[src/rtl/sofa_scan_chain_ctrl.sv]
// sofa_scan_chain_ctrl: shifts a pattern into a sofa_plus_dff scan chain, optionally captures, shifts the result out
// Ports: C/R clock and sync active-high reset; start/op/load_data/cap_cycles launch an operation from IDLE;
// mode_sel_wr/mode_sel_in write the broadcast mode register in IDLE; scan_do is the last flop's Q;
// scan_en/scan_di/mode_sel drive the chain; busy/done/unload_data report status and the unloaded contents.
// Optional macro SOFA_SCAN_PARITY_EN adds load_par input and par_err output (op=0 loopback parity check).
module sofa_scan_chain_ctrl #(
    parameter int         CHAIN_LEN = 16,
    parameter int         CAP_W     = 4,
    parameter logic [1:0] MODE_RST  = 2'b00
) (
    input  logic                 C,
    input  logic                 R,
    input  logic                 start,
    input  logic                 op,
    input  logic [CHAIN_LEN-1:0] load_data,
    input  logic [CAP_W-1:0]     cap_cycles,
    input  logic                 mode_sel_wr,
    input  logic [1:0]           mode_sel_in,
    input  logic                 scan_do,
`ifdef SOFA_SCAN_PARITY_EN
    input  logic                 load_par,
    output logic                 par_err,
`endif
    output logic                 scan_en,
    output logic                 scan_di,
    output logic [1:0]           mode_sel,
    output logic                 busy,
    output logic                 done,
    output logic [CHAIN_LEN-1:0] unload_data
);
    localparam int CW = $clog2(CHAIN_LEN);
    localparam logic [CW-1:0] LAST = CW'(CHAIN_LEN - 1);

    typedef enum logic [2:0] {IDLE, SHIFT_IN, CAPTURE, SHIFT_OUT, DONE} state_t;

    state_t               state, state_nx;
    logic [CW-1:0]        cnt;
    logic [CAP_W-1:0]     cap;
    logic [CHAIN_LEN-1:0] ld_sr;
    logic [CHAIN_LEN-2:0] ul_sr;
    logic                 op_q;
    logic                 shifting;
    logic                 last;

    assign shifting = state == SHIFT_IN || state == SHIFT_OUT;
    assign last     = cnt == LAST;
    // ld_sr drains to zero during SHIFT_IN, so scan_di is 0 in every other state
    assign scan_di  = ld_sr[CHAIN_LEN-1];

    always_ff @(posedge C)
        state <= R ? IDLE : state_nx;

    always_comb begin
        state_nx = state;
        case (state)
            IDLE:      state_nx = start ? SHIFT_IN : IDLE;
            SHIFT_IN:  if (last) state_nx = op_q ? CAPTURE : DONE;
            // cap holds the remaining capture cycles; 0 is treated as 1
            CAPTURE:   if (cap <= CAP_W'(1)) state_nx = SHIFT_OUT;
            SHIFT_OUT: if (last) state_nx = DONE;
            default:   state_nx = IDLE;
        endcase
    end

    always_ff @(posedge C) begin
        if (R) begin
            scan_en     <= 1'b0;
            busy        <= 1'b0;
            done        <= 1'b0;
            mode_sel    <= MODE_RST;
            unload_data <= '0;
            ld_sr       <= '0;
            ul_sr       <= '0;
            cnt         <= '0;
            cap         <= '0;
            op_q        <= 1'b0;
        end else begin
            scan_en <= state_nx == SHIFT_IN || state_nx == SHIFT_OUT;
            busy    <= state_nx != IDLE;
            done    <= state_nx == DONE;
            if (state == IDLE && mode_sel_wr) mode_sel <= mode_sel_in;
            if (state == IDLE && start) begin
                ld_sr <= load_data;
                op_q  <= op;
                cap   <= cap_cycles;
            end
            if (state == SHIFT_IN) ld_sr <= ld_sr << 1;
            if (state == CAPTURE) cap <= cap - 1'b1;
            if (shifting) begin
                ul_sr <= (CHAIN_LEN-1)'({ul_sr, scan_do});
                cnt   <= last ? '0 : cnt + 1'b1;
            end
            // the final sample is taken on the same edge that enters DONE
            if (state_nx == DONE) unload_data <= {ul_sr, scan_do};
        end
    end

`ifdef SOFA_SCAN_PARITY_EN
    logic lp_q, rec_par, rec_vld, acc;

    // compares the parity of what an op=0 unloads against the parity recorded by the previous op=0 load
    always_ff @(posedge C) begin
        if (R) begin
            {par_err, lp_q, rec_par, rec_vld, acc} <= '0;
        end else if (state == IDLE && start) begin
            par_err <= 1'b0;
            lp_q    <= load_par;
            acc     <= 1'b0;
        end else if (state == SHIFT_IN) begin
            acc <= acc ^ scan_do;
            if (state_nx == DONE) begin
                par_err <= rec_vld && ((acc ^ scan_do) != rec_par);
                rec_par <= lp_q;
                rec_vld <= 1'b1;
            end
        end
    end
`endif
endmodule

[config.mk]
export PLATFORM = sky130hd
export DESIGN_NAME = sofa_scan_chain_ctrl
export DESIGN_NICKNAME = d
export VERILOG_FILES = /design/src/rtl/sofa_scan_chain_ctrl.sv
export SDC_FILE = /design/constraint.sdc
export NUM_CORES = 1
export LEC_CHECK = 0
export ABC_AREA = 1
export BUFFER_PORTS_ARGS = -buffer_cell sky130_fd_sc_hd__buf_4
export CAP_MARGIN = 20
export CORE_MARGIN = 2
export CORE_UTILIZATION = 54
export CTS_CLUSTER_SIZE = 40
export DETAILED_ROUTE_END_ITERATION = 10
export GPL_TIMING_DRIVEN = 0
export HOLD_SLACK_MARGIN = 0.03
export PLACE_DENSITY = 0.84
export SYNTH_ARGS = -nofsm -noshare
export SYNTH_HDL_FRONTEND = slang
export SYNTH_SLANG_ARGS = --single-unit
[constraint.sdc]
create_clock -name C -period 2.1 [get_ports C]
set_input_delay 0.42 -clock C [delete_from_list [all_inputs] [get_ports C]]
set_output_delay 0.42 -clock C [all_outputs]
set_load 0.03 [all_outputs]
==> results by group, run 1 <==
Drt
  – Number of DRC markers in iteration 0: 295
  – Remaining design rule violation count: 0
  – Number of iterations in the first detailed-routing pass: 5
  – Wire length reported by the detailed router: approximately 6 mm
  – DRT antenna net count: 0
  – Vias/cell: 5.35
  – Total via count in the routed design: 2461
  – Routed length per instance: 13.0 µm

Job
  – Max Cap Violations: 0

Setup path
  – Required time of the critical path: about 2300 ps
  – Worst reg2reg endpoint: unload_data[10]
  – Crit path max fanout: 10
  – Critical path destination: unload_data[10]
  – Worst reg2reg startpoint: cnt[0]
  – Data arrival time at the worst-slack endpoint: 1980 ps
  – Setup CP Type: register to register
  – R2r worst-path depth: 7
  – Endpoint kind of the worst setup timing path: register
  – Startpoint kind of the worst setup timing path: register
  – Setup slack on the worst flop-to-flop path: about 330 ps
  – Launching instance or port of the critical path: cnt[0]

Clock network
  – CTS tree: done
  – Number of clock buffers inserted by TritonCTS: 9
  – Count of instances resized after the clock tree is built: 0
  – CTS sink cnt: 64
  – Post-CTS clock slew at the launch and capture registers of the worst setup and hold paths: 70 ps
  – H-tree lvl count: 3
  – Clk_lat worst skew: 340 ps
  – Post-CTS setup repair buffer count: 0
  – Maximum count of clock buffers along a single path: 2
  – Library cell used as clock root buffer: sky130_fd_sc_hd__clkbuf_8
  – Number of buffers inserted for hold repair after clock tree synthesis: 0

Timing
  – Worst rel slew slack: 0.656
  – Transition time of the tightest slew-check pin: just over 500 ps
  – Largest clock skew in the final design: between 7 and 8 ps
  – Final worst path period share: 0.845
  – Count of final hold-check violations: 0
  – Highest attainable clock frequency: 0.564 GHz
  – Endpoints failing setup: 0
  – Total count of max-transition violations in the final report: 0
  – Fin Setup TNS: 0 ps
  – Setup repair after global routing missed its margin: no
  – Final period demand of the worst path: 1770 ps

Pwr
  – Leakage dissipation: between 1 and 1.5 nW
  – Power Total: between 2 and 3 mW
  – Pwr per Cell Area: just over 800 mW/mm²
  – IR Drop Worst-Case VDD: 0.602 mV

Die
  – Die X: 73.5 µm
  – Number of cell rows: 25
  – Die Ht: 73.5 µm
  – Number of I/O pins: 50
  – Effective utilization at floorplan: 0.555
  – Die area: 0.00540 mm²
  – Standard cell core area: 0.00469 mm²

GRT
  – Antenna violations before repair: 0
  – Number of global-route vias before repair: 2233
  – Maximum number of pins on one net before global-route repair: 12
  – Leftover overflow at the end of global routing: 0
  – First-pass GRT wire length: 10.1 mm
  – Global router's overall resource usage: 0.248

Logic synthesis
  – Asr flop ratio synth: 0
  – Average cell area after synthesis: 7.62 µm²
  – Number of distinct standard cells referenced by the synthesized netlist: 30
  – Dominant synthesized flop cell: sky130_fd_sc_hd__dfxtp_1
  – EDFF count, synth: 0
  – Number of synthesized register bits: between 60 and 70
  – Synthesized Nets: 373
  – Share of synthesized area occupied by flip-flops and latches: 0.492
  – Syn Std Cell Area: 0.00260 mm²
  – Synth Instances: between 300 and 400
  – Yosys warns: 0

Cells and area
  – Share of final-layout standard cells stronger than drive strength 1: 0.204
  – Total non-filler cell area in the finished layout: 0.00322 mm²
  – Most frequent cells in the layout: sky130_fd_sc_hd__dfxtp_1 (64), sky130_fd_sc_hd__nor2_1 (51), sky130_fd_sc_hd__buf_4 (49), sky130_fd_sc_hd__a21oi_1 (43), sky130_fd_sc_hd__nand2_1 (42)
  – Commonest non-fill, non-tap cell in the layout: sky130_fd_sc_hd__dfxtp_1
  – Diodes inserted: 0
  – Layout Area Growth over Synthesis: 23.6%
  – Net count reported at finish: around 430
  – Post-route insts no fill: 460

Placement
  – DP Wirelength: between 3 and 4 mm
  – Number of buffers added on ports: 48
  – Routability-driven placement congestion ratio: roughly 0.84
  – Placement Cell Area: a little over 0.003 mm²
  – Number of cells in the design after placement: 444

Outcome
  – Run status: complete, no violations

Min path
  – Kind of path behind the tightest hold check: primary input to register
cell families after synthesis:
group	after synthesis	share of synthesized area
AND/OR/NAND/NOR	134	0.232
flip-flops	64	0.492
buffers and inverters	51	0.0826
XOR/XNOR	2	0.00673
AO/OA/AOI/OAI	88	0.173
adder cells (fa/ha/maj)	3	0.0144
flip-flops by register name, summed over array words and instances, names as in the netlist, 2 cells and up:
signal       count
ld_sr           16
cap              4
ul_sr           15
state            3
cnt              4
unload_data     16
mode_sel         2
area by class of cell:
cell class / instances / area [µm²]
flip-flops and latches: 64 / 1280
clock buffers: 10 / 128
plain buffers: 15 / 80.1
multi-input cells: 227 / 1110
repair buffers: 48 / 360
well taps: 54 / 67.6
clock inverters: 6 / 60.1
fillers: 410 / 1470
inverters: 36 / 135
synthesized netlist by cell type, types with 2 or more instances:
| master | count | area share |
|---|---|---|
| sky130_fd_sc_hd__buf_2 | 4 | 0.0077 |
| sky130_fd_sc_hd__nand4_1 | 6 | 0.014 |
| sky130_fd_sc_hd__o21ai_0 | 40 | 0.077 |
| sky130_fd_sc_hd__clkbuf_1 | 8 | 0.012 |
| sky130_fd_sc_hd__inv_2 | 4 | 0.0058 |
| sky130_fd_sc_hd__o21a_1 | 2 | 0.0058 |
| sky130_fd_sc_hd__inv_1 | 31 | 0.045 |
| sky130_fd_sc_hd__nor2_1 | 51 | 0.073 |
| sky130_fd_sc_hd__nor3_1 | 3 | 0.0058 |
| sky130_fd_sc_hd__ha_1 | 3 | 0.014 |
| sky130_fd_sc_hd__buf_6 | 2 | 0.0086 |
| sky130_fd_sc_hd__nand3_1 | 22 | 0.042 |
| sky130_fd_sc_hd__dfxtp_1 | 64 | 0.49 |
| sky130_fd_sc_hd__nand2_2 | 2 | 0.0048 |
| sky130_fd_sc_hd__nand3_2 | 2 | 0.0077 |
| sky130_fd_sc_hd__nand2_1 | 42 | 0.061 |
| sky130_fd_sc_hd__a21oi_1 | 43 | 0.083 |
worst max-delay path, stage by stage (launching register included):
cell                      delay (ps)
sky130_fd_sc_hd__dfxtp_1         400
sky130_fd_sc_hd__ha_1            240
sky130_fd_sc_hd__nand3_2         170
sky130_fd_sc_hd__nor3_4          380
sky130_fd_sc_hd__nand2_4         150
sky130_fd_sc_hd__buf_6           180
sky130_fd_sc_hd__nand2_1          60
sky130_fd_sc_hd__a21oi_1          60
metal layers:
metal / part of all wire / wire (µm) / global-route usage
met2: 0.48 / 2890 / 0.385
met3: 0.044 / 265 / 0.0713
met1: 0.45 / 2720 / 0.323
met5: 0 / 0 / 0
met4: 0.019 / 115 / 0.107
power by group:
part	switching, mW	internal, mW	total [mW]	leakage [nW]
sequential	0.0403	1.28	1.32	0.524
clock	0.464	0.541	1.01	0.0920
combinational	0.195	0.120	0.315	0.764
through the flow:
step | util | hold slack, ps | setup slack, ps
detailed placement | 0.646 | 438 | 355
global placement | 0.646 | 435 | 351
finish | 0.686 | 345 | 326
CTS | 0.686 | 341 | 323
floorplan | - | 435 | 619
global route | 0.686 | 348 | 156
how the worst min path moves through the flow:
stage                 from           to  cells past startpoint
2_1_floorplan     ld_sr[0]     ld_sr[0]                      2
3_3_place_gp   mode_sel[1]  mode_sel[1]                      2
3_5_place_dp   mode_sel[0]  mode_sel[0]                      2
4_1_cts            scan_do     ul_sr[0]                      3
5_1_grt            scan_do     ul_sr[0]                      3
6_report           scan_do     ul_sr[0]                      3
(Power assumes the default switching activity.)
==> inputs of run 2 (changes only) <==
--- a/config.mk
+++ b/config.mk
@@ -5,16 +5,16 @@
 export SDC_FILE = /design/constraint.sdc
 export NUM_CORES = 1
 export LEC_CHECK = 0
-export ABC_AREA = 1
+export ABC_AREA = 0
 export BUFFER_PORTS_ARGS = -buffer_cell sky130_fd_sc_hd__buf_4
 export CAP_MARGIN = 20
 export CORE_MARGIN = 2
-export CORE_UTILIZATION = 54
+export CORE_UTILIZATION = 55
 export CTS_CLUSTER_SIZE = 40
 export DETAILED_ROUTE_END_ITERATION = 10
 export GPL_TIMING_DRIVEN = 0
 export HOLD_SLACK_MARGIN = 0.03
-export PLACE_DENSITY = 0.84
+export PLACE_DENSITY = 0.85
 export SYNTH_ARGS = -nofsm -noshare
 export SYNTH_HDL_FRONTEND = slang
 export SYNTH_SLANG_ARGS = --single-unit
==> constraint.sdc (replaced) <==
create_clock -name C -period 1.85 [get_ports C]
set_input_delay 0.37 -clock C [delete_from_list [all_inputs] [get_ports C]]
set_output_delay 0.37 -clock C [all_outputs]
set_load 0.03 [all_outputs]
==> results by group, run 2 <==
Timing
  – Highest attainable clock frequency: 0.571 GHz (+1.3%)
  – Setup repair after global routing missed its margin: no
  – Largest clock skew in the final design: 7.28 ps (+0.162 ps)
  – Fin Setup TNS: 0 ps (unchanged)
  – Total count of max-transition violations in the final report: 0 (unchanged)
  – Endpoints failing setup: 0 (unchanged)
  – Count of final hold-check violations: 0 (unchanged)
  – Worst rel slew slack: 0.542 (-0.114)
  – Final worst path period share: 0.947 (+0.102)
  – Transition time of the tightest slew-check pin: 687 ps (+171 ps)
  – Final period demand of the worst path: 1750 ps (-22.5 ps)

Cells and area
  – Registers with the most flip-flops: ld_sr x16, unload_data x16, ul_sr x15
  – Total non-filler cell area in the finished layout: 0.00345 mm² (+7.2%)
  – Share of final-layout standard cells stronger than drive strength 1: 0.287 (+0.0828)
  – Commonest non-fill, non-tap cell in the layout: sky130_fd_sc_hd__dfxtp_1
  – Layout Area Growth over Synthesis: 22.4%
  – Most frequent cells in the layout: sky130_fd_sc_hd__dfxtp_1 (64), sky130_fd_sc_hd__buf_4 (53), sky130_fd_sc_hd__a21oi_1 (41), sky130_fd_sc_hd__nand2_1 (36), sky130_fd_sc_hd__nand4_1 (17)
  – Diodes inserted: 0 (unchanged)
  – Net count reported at finish: 402 (-6.9%)

Logic synthesis
  – Share of synthesized area occupied by flip-flops and latches: 0.454 (-0.0377)
  – Number of distinct standard cells referenced by the synthesized netlist: 45 (+50%)
  – Most common cell in the synthesized netlist: sky130_fd_sc_hd__dfxtp_1
  – Main combinational cell family by area after synthesis: simple AND/OR/NAND/NOR gates
  – Fraction of the mapped netlist area in simple logic gates: 0.232 (+0.000864)
  – Adder-cell area share of the yosys netlist: 0.0133 (-0.00111)
  – Leading cell types by total area after synthesis: sky130_fd_sc_hd__dfxtp_1 (45%), sky130_fd_sc_hd__a21oi_1 (7.3%), sky130_fd_sc_hd__nand2_1 (4.8%)
  – Most numerous cell types in the synthesized netlist: sky130_fd_sc_hd__dfxtp_1 (64), sky130_fd_sc_hd__a21oi_1 (41), sky130_fd_sc_hd__nand2_1 (36), sky130_fd_sc_hd__nand4_1 (17)
  – Syn Std Cell Area: 0.00282 mm² (+8.3%)
  – Synth Instances: 312 (-8.8%)
  – Asr flop ratio synth: 0 (unchanged)
  – Dominant synthesized flop cell: sky130_fd_sc_hd__dfxtp_1
  – Synthesized Nets: 343 (-8.0%)
  – Yosys warns: 0 (unchanged)
  – Area leader, netlist: sky130_fd_sc_hd__dfxtp_1
  – Number of synthesized register bits: 64 (unchanged)
  – EDFF count, synth: 0 (unchanged)
  – Share of cell area taken by muxes after synthesis: 0.0177 (+0.0177)
  – Synth Area in XOR/XNOR: 0.00310 (-0.00362)
  – Average cell area after synthesis: 9.04 µm² (+19%)
  – Area fraction in compound gates after synthesis: 0.210 (+0.0373)
  – Fraction of post-synthesis cell area in the top cell type by area: 0.454 (-0.0377)

Pwr
  – Pwr per Cell Area: 839 mW/mm² (+2.3%)
  – IR Drop Worst-Case VDD: 0.639 mV (+6.1%)
  – Leakage dissipation: 1.28 nW (-6.9%)

Die
  – Number of cell rows: 26 (+4.0%)
  – Die area: 0.00572 mm² (+6.0%)
  – Die X: 75.6 µm (+3.0%)
  – Die Ht: 75.6 µm (+3.0%)
  – Number of I/O pins: 50 (unchanged)
  – Effective utilization at floorplan: 0.560 (+0.00435)
  – Standard cell core area: 0.00504 mm² (+7.5%)

Placement
  – Placement Cell Area: 0.00327 mm² (+7.8%)
  – DP Wirelength: 4.28 mm (+7.7%)
  – Routability-driven placement congestion ratio: 0.839 (about the same)
  – Number of buffers added on ports: 48 (unchanged)

Min path
  – Instance count along the most critical hold path: 3 (unchanged)
  – Kind of path behind the tightest hold check: primary input to register
  – Min-delay src: mode_sel_in[0]
  – Worst min-delay path endpoint: mode_sel[0]

Clock network
  – Number of clock buffers inserted by TritonCTS: 9 (unchanged)
  – H-tree lvl count: 3 (unchanged)
  – CTS tree: done
  – Post-CTS setup repair buffer count: 0 (unchanged)
  – Post-CTS clock slew at the launch and capture registers of the worst setup and hold paths: 80 ps (about the same)
  – CTS sink cnt: 64 (unchanged)
  – Count of instances resized after the clock tree is built: 0 (unchanged)
  – Clk_lat worst skew: 350 ps (about the same)
  – Maximum count of clock buffers along a single path: 2 (unchanged)
  – Number of buffers inserted for hold repair after clock tree synthesis: 0 (unchanged)
  – Library cell used as clock root buffer: sky130_fd_sc_hd__clkbuf_8

Drt
  – Remaining design rule violation count: 0 (unchanged)
  – DRT antenna net count: 0 (unchanged)
  – Total via count in the routed design: 2490 (+1.2%)
  – Vias/cell: 5.58 (+4.4%)
  – Number of DRC markers in iteration 0: 200 (-32%)
  – Routed length per instance: 13.9 µm (+6.3%)
  – Wire length reported by the detailed router: 6.19 mm (+3.1%)
  – Number of iterations in the first detailed-routing pass: 4 (-1)

Setup path
  – Worst reg2reg endpoint: unload_data[6]
  – CP max stage cell: sky130_fd_sc_hd__dfxtp_1
  – Startpoint kind of the worst setup timing path: register
  – Endpoint kind of the worst setup timing path: register
  – R2r worst-path depth: 6 (-1)
  – Highest cell delay on the worst timing path: 390 ps (about the same)
  – Data arrival time at the worst-slack endpoint: 2030 ps (+50 ps)
  – Sequence of cells on the critical path: ha_1 > and3_1 > buf_2 > clkbuf_1 > nand4_1 > a21oi_1
  – Required time of the critical path: 2130 ps (-180 ps)
  – Worst reg2reg startpoint: cnt[0]
  – Crit path max fanout: 10 (unchanged)
  – Setup slack on the worst flop-to-flop path: 100 ps (-230 ps)
  – Setup CP Type: register to register

GRT
  – Maximum number of pins on one net before global-route repair: 13 (+1)
  – Antenna violations before repair: 0 (unchanged)
  – Global router's overall resource usage: 0.240 (-0.00871)
  – Number of global-route vias before repair: 2319 (+3.9%)
  – First-pass GRT wire length: 10.4 mm (+2.4%)
  – Leftover overflow at the end of global routing: 0 (unchanged)

Job
  – Max Cap Violations: 0 (unchanged)

Outcome
  – Run status: complete, no violations
[run 2: cell types whose count changed after synthesis, sizes merged, moves of 9 or more]
cell,delta
a22oi,+10
buf,+9
nor2,-43
nand3,-12
inv,-31
o21ai,-38
o31ai,+16
nand4,+11
[run 2: worst max-delay path by stage]
stage	slack, ps	end	start
floorplan	320	busy	cap[0]
global placement	120	unload_data[12]	cnt[0]
detailed placement	80	unload_data[10]	cnt[0]
CTS	60	unload_data[10]	cnt[0]
global route	8	unload_data[12]	cnt[0]
finish	100	unload_data[6]	cnt[0]
[run 2: logic make-up (layout without fill, tap and decap cells)]
family / count (synthesis) / count (layout)
adders and majority gates: 3 / 3
and+or+nand+nor: 111 / 111
buffers and inverters: 36 / 100
xor gates and xnor gates: 1 / 1
muxes: 5 / 5
DFF: 64 / 64
AOI/OAI and AO/OA: 92 / 92
[run 2: area by class of cell]
class / instances / area, µm²
multi-input combinational: 212 / 1360
buffer: 32 / 180
tap: 70 / 87.6
timing repair buffer: 48 / 360
clock inverter: 7 / 48.8
clock buffer: 9 / 124
inverter: 4 / 15.0
sequential: 64 / 1280
fill: 419 / 1590
[run 2: worst max-delay path, delay by kind of cell (launching register included)]
| family | cells | cell delay [ps] |
|---|---|---|
| AOI/OAI and AO/OA | 1 | 150 |
| adders and majority gates | 1 | 270 |
| buffers and inverters | 2 | 530 |
| DFF | 1 | 390 |
| and+or+nand+nor | 2 | 330 |
[run 2: report_power, final]
group | switching, mW | internal (mW) | total [mW]
Sequential | 0.0372 | 1.43 | 1.46
Clock | 0.573 | 0.481 | 1.05
Combinational | 0.217 | 0.163 | 0.380
[run 2: stage by stage]
| stage | cells | util | hold slack, ps | worst slack (ps) | total power [mW] |
|---|---|---|---|---|---|
| after global routing | 446 | 0.685 | 282 | 7.80 | 3.02 |
| after CTS | 446 | 0.683 | 253 | 59.6 | 2.92 |
| after detailed placement | 430 | 0.648 | 457 | 81.5 | 1.87 |
| after global placement | 430 | 0.648 | 453 | 119 | 1.86 |
| final | 446 | 0.685 | 262 | 98.7 | 2.90 |
| after floorplan | 312 | - | 437 | 322 | 1.75 |
[run 2: layer usage]
layer,vias up,part of all wire,global-route usage
met2,58,0.48,0.367
met5,-,0,0
met3,9,0.045,0.0542
met4,0,0.020,0.117
met1,1168,0.45,0.320
li1,1255,-,-
